<file path="src/rtl/imem_loader.sv">
// Boot loader: length-prefixed byte stream to big-endian imem words.
// Holds the CPU in reset until the full image has been written.
module imem_loader #(
  parameter int ADDR_WIDTH = 8,
  parameter int BASE_ADDR  = 0
) (
  input  logic                  clk,
  input  logic                  reset,
  input  logic                  restart,
  input  logic                  in_valid,
  input  logic [7:0]            in_data,
  output logic                  in_ready,
  output logic                  imem_we,
  output logic [ADDR_WIDTH-1:0] imem_addr,
  output logic [31:0]           imem_wdata,
  output logic                  cpu_reset,
  output logic                  done,
  output logic                  error
);

  typedef enum logic [2:0] {
    INIT, LEN_HI, LEN_LO, WORD, WRITE, DONE, ERR
  } state_e;

  localparam logic [63:0] CAP =
    (64'd1 << ADDR_WIDTH) - 64'(BASE_ADDR);
  localparam logic [ADDR_WIDTH-1:0] BASE =
    ADDR_WIDTH'(BASE_ADDR);

  state_e state_q, state_d;
  logic [15:0] len_q, len_d;
  logic [15:0] idx_q, idx_d;
  logic [1:0]  cnt_q, cnt_d;
  logic [23:0] shift_q, shift_d;

  logic                  we_q, we_d;
  logic [ADDR_WIDTH-1:0] addr_q, addr_d;
  logic [31:0]           wdata_q, wdata_d;
  logic                  crst_q, crst_d;
  logic                  done_q, done_d;
  logic                  err_q, err_d;

  logic        xfer;
  logic [15:0] len_new;

  assign in_ready = (state_q == LEN_HI || state_q == LEN_LO ||
                     state_q == WORD) && !restart;
  assign xfer     = in_valid && in_ready;
  assign len_new  = {len_q[15:8], in_data};

  always_ff @(posedge clk or negedge reset) begin
    if (!reset) begin
      state_q <= INIT;
      len_q   <= '0;
      idx_q   <= '0;
      cnt_q   <= '0;
      shift_q <= '0;
      we_q    <= 1'b0;
      addr_q  <= '0;
      wdata_q <= '0;
      crst_q  <= 1'b1;
      done_q  <= 1'b0;
      err_q   <= 1'b0;
    end else begin
      state_q <= state_d;
      len_q   <= len_d;
      idx_q   <= idx_d;
      cnt_q   <= cnt_d;
      shift_q <= shift_d;
      we_q    <= we_d;
      addr_q  <= addr_d;
      wdata_q <= wdata_d;
      crst_q  <= crst_d;
      done_q  <= done_d;
      err_q   <= err_d;
    end
  end

  always_comb begin
    state_d = state_q;
    len_d   = len_q;
    idx_d   = idx_q;
    cnt_d   = cnt_q;
    shift_d = shift_q;
    if (restart) begin
      state_d = INIT;
      len_d   = '0;
      idx_d   = '0;
      cnt_d   = '0;
      shift_d = '0;
    end else begin
      case (state_q)
        INIT: state_d = LEN_HI;
        LEN_HI: if (xfer) begin
          len_d[15:8] = in_data;
          state_d     = LEN_LO;
        end
        LEN_LO: if (xfer) begin
          len_d = len_new;
          if (len_new == 16'd0) begin
            state_d = DONE;
          end else if (64'(len_new) > CAP) begin
            state_d = ERR;
          end else begin
            state_d = WORD;
            cnt_d   = '0;
            idx_d   = '0;
          end
        end
        WORD: if (xfer) begin
          shift_d = {shift_q[15:0], in_data};
          cnt_d   = cnt_q + 2'd1;
          if (cnt_q == 2'd3) state_d = WRITE;
        end
        WRITE: begin
          idx_d = idx_q + 16'd1;
          if (idx_q + 16'd1 == len_q) begin
            state_d = DONE;
          end else begin
            state_d = WORD;
            cnt_d   = '0;
          end
        end
        DONE:    state_d = DONE;
        ERR:     state_d = ERR;
        default: state_d = INIT;
      endcase
    end
  end

  // Outputs are registered, so they are derived from the next state.
  always_comb begin
    we_d    = (state_d == WRITE);
    addr_d  = addr_q;
    wdata_d = wdata_q;
    if (we_d) begin
      addr_d  = BASE + ADDR_WIDTH'(idx_q);
      wdata_d = {shift_q, in_data};
    end
    crst_d = (state_d != DONE);
    done_d = (state_d == DONE);
    err_d  = (state_d == ERR);
  end

  assign imem_we    = we_q;
  assign imem_addr  = addr_q;
  assign imem_wdata = wdata_q;
  assign cpu_reset  = crst_q;
  assign done       = done_q;
  assign error      = err_q;

endmodule
</file>
<file path="config.mk">
export PLATFORM = sky130hd
export DESIGN_NAME = imem_loader
export DESIGN_NICKNAME = d
export VERILOG_FILES = /design/src/rtl/imem_loader.sv
export SDC_FILE = /design/constraint.sdc
export NUM_CORES = 1
export LEC_CHECK = 0
export CAP_MARGIN = 15
export CORE_MARGIN = 2
export CORE_UTILIZATION = 40
export CTS_CLUSTER_DIAMETER = 60
export DETAILED_ROUTE_END_ITERATION = 10
export PLACE_DENSITY = 0.72
export SYNTH_ARGS = -nofsm -noshare
export SYNTH_HDL_FRONTEND = slang
export SYNTH_SLANG_ARGS = --single-unit
</file>
<file path="constraint.sdc">
create_clock -name clk -period 2.2 [get_ports clk]
set_input_delay 0.44 -clock clk [delete_from_list [all_inputs] [get_ports clk]]
set_output_delay 0.44 -clock clk [all_outputs]
set_load 0.01 [all_outputs]
</file>
==> impl_metrics.tcl <==
set metrics [dict create \
    outcome "complete, but fails checks" \
    violations "negative setup slack" \
    die_y_um 117 \
    grt_pass1_vias 4259 \
    clock_latency_ps 360 \
    slowest_delay_ps 450 \
    reg2reg_depth 8 \
    port-buffer-count 56 \
    drv_slew 0 \
    grt_max_degree 47 \
    worst_slew_pin_slew_ps 638 \
    cap_viol_max_count 0 \
    cts_sinks 105 \
    die-area_um2 13700 \
    yosysUniqueCellTypes 68 \
    crit_buf_inv 1 \
    synth_top_area_share_pct 50.9 \
    arrival_ps 2580 \
    cp.required_ps 2470 \
    cellLeakagePower_nw 3.14 \
    drive_above_1_share_pct 26.1 \
    cts_tree "done" \
    grtUsageTotal_pct 20.7 \
    avgRoutedWirePerCell_um 16.5 \
    cp_max_fo 6 \
    netlist_area_um2 5110 \
    ant_nets 0 \
    multi_input_area_um2 2490 \
    synth_edf_count 0 \
    pre_cts_ws_ps -533 \
    fin_skew_ps 8.38 \
    antenna_found_initial 0 \
    register_area_um2 2640 \
    final_cells 813 \
    ios 57 \
    min_period_over_period_pct 105 \
    slowest_stage "a2111o_1" \
    fillers 1052 \
    crit_type "flip-flop to flip-flop" \
    yosysWarnings 0 \
    htreeDepth 3 \
    fin_setup_tns_ps -137 \
    r2r_start "idx_q[1]" \
    drt_iter0_drc 414 \
    synthTopCellsByCount "nand2_1 (122), dfrtp_1 (104), o21ai_0 (38)" \
    vdd_drop_max_v 0.000527 \
    synth_nets 531 \
    setup_viol 2 \
    initial_core_util_pct 40.7 \
    ys_ff_latch 105 \
    postCtsHoldBufs 0 \
    ctsRootBufferMaster "clkbuf_16" \
    clk_pin_slew_ps 70 \
    fmax_mhz 434 \
    r2r_setup_slack_ps -110 \
    place.gp.congestion 0.926 \
    drc_errors 0 \
    maxSlewHeadroom_pct 57.5 \
    area_growth_pct 35.5 \
    yosysTopAreaCell "dfrtp_1" \
    rows 41 \
    fin_area_um2 6920 \
    rsz0062_at_grt "true" \
    synth_area_leaders "dfrtp_1 (51%), nand2_1 (9.0%), o21ai_0 (3.7%)" \
    die_w_um 117 \
    end_kind "flip-flop" \
    critPathTopFamily "simple AND/OR/NAND/NOR gates" \
    cp_cell_sequence "ha_4, nand3_4, nor4b_2, buf_4, o31ai_2, nor4_2, nand4_1, a2111o_1" \
    cts_buffers 9 \
    dpl.hpwl_mm 9.19 \
    clockBufferDepth 2 \
    worst_r2r_endpoint "cpu_reset" \
    routed_wl_mm 13.4 \
    seq_area_frac_synth_pct 51.4 \
    syn_area_per_cell_um2 9.88 \
    final_nets 650 \
    hold_path.class "primary input to asynchronous set/reset pin" \
    placeableCoreArea_um2 12600 \
    viasPerCell 5.34 \
    final_hold_viol_count 0 \
    final_util_pct 55.1 \
    placed_area_um2 6300 \
    start_kind "flip-flop" \
    syn-instance-count 517 \
    overflow 0 \
    grt_pass1_wl_mm 21.8 \
    pwr_density_cell_nw_per_um2 590 \
    dr.pass1.iters 5 \
    dp.cells 787 \
    yosysMostFrequentCell "nand2_1" \
    vias 4345 \
    fin_crit_ps 2310 \
    ys_async_sr_fraction_pct 100 \
    synth-main-ff-cell "dfrtp_1" \
    diodes 0 \
    layout_setup_ws_ps -107 \
]
## logic make-up after synthesis
family	share of synthesized area [%]
mux	4.87
compound gates	14.2
xor+xnor	3.60
simple gates	20.9
flops	51.4
fa+ha+maj	0.490
buf+inv	4.46
## state kept, by name, indices dropped and copies added (netlist names)
signal,flops
cnt_q,2
cpu_reset,1
error,1
imem_addr,8
idx_q,16
done,1
imem_we,1
state_q,3
shift_q,24
len_q,16
imem_wdata,32
## how the worst max path moves through the flow
stage	startpoint	endpoint	slack, ps	depth (start not counted)
3_5_place_dp	in_data[4]	idx_q[13]	-530	8
4_1_cts	len_q[15]	idx_q[11]	-7	8
6_report	idx_q[1]	cpu_reset	-110	8
5_1_grt	idx_q[1]	cpu_reset	-210	8
2_1_floorplan	len_q[8]	cpu_reset	5	7
3_3_place_gp	restart	imem_wdata[15]	-460	10
## through the flow
step                      hold slack, ps  total power (W)
after global routing                 157          0.00422
after detailed placement             459          0.00247
after CTS                            124          0.00408
after global placement               452          0.00246
final                                103          0.00408
after floorplan                      144          0.00226
## worst reg2reg max path: stages (launching register included)
cell	delay [ps]
dfrtp_1	400
ha_4	180
nand3_4	150
nor4b_2	350
buf_4	160
o31ai_2	80
nor4_2	240
nand4_1	220
a2111o_1	450
## cell usage in the layout (no fill, tap or decap), types with 10 or more instances in the layout
master	n
a22o_1	12
xnor2_1	12
nand2_1	122
clkdlybuf4s50_1	46
nor2_1	23
mux2_2	15
buf_4	77
dfrtp_1	98
nand2b_1	10
o21ai_1	11
a21oi_1	20
clkbuf_16	10
o21ai_0	23
## routing by layer
metal	up-vias	wire length (um)	share of wire [%]	global-route usage [%]
met5	-	0	0	0
met4	0	286	2.1	9.18
met3	26	626	4.7	4.38
met2	149	6400	48	32.8
met1	2126	6090	45	27.4
li1	2044	-	-	-
## timing repair
action                     CTS  global route
pin swaps                   15            21
cloned                       1             0
setup buffers                4             5
setup endpoints to repair   46            22
gates resized for setup     34            39
## report_power, final
part           internal [W]  total (W)  switching [W]
clock network      0.000821    0.00159       0.000770
logic              0.000205   0.000473       0.000267
registers           0.00197    0.00202      0.0000459
## final cells by class
| type | count | area share (%) |
|---|---|---|
| flip-flops and latches | 105 | 38.1 |
| multi-input cells | 371 | 35.9 |
| repair buffers | 140 | 18.2 |
| clock buffers | 11 | 3.51 |
| well taps | 172 | 3.11 |
| clock inverters | 5 | 0.669 |
| inverters | 9 | 0.524 |
(Power assumes the default switching activity.)
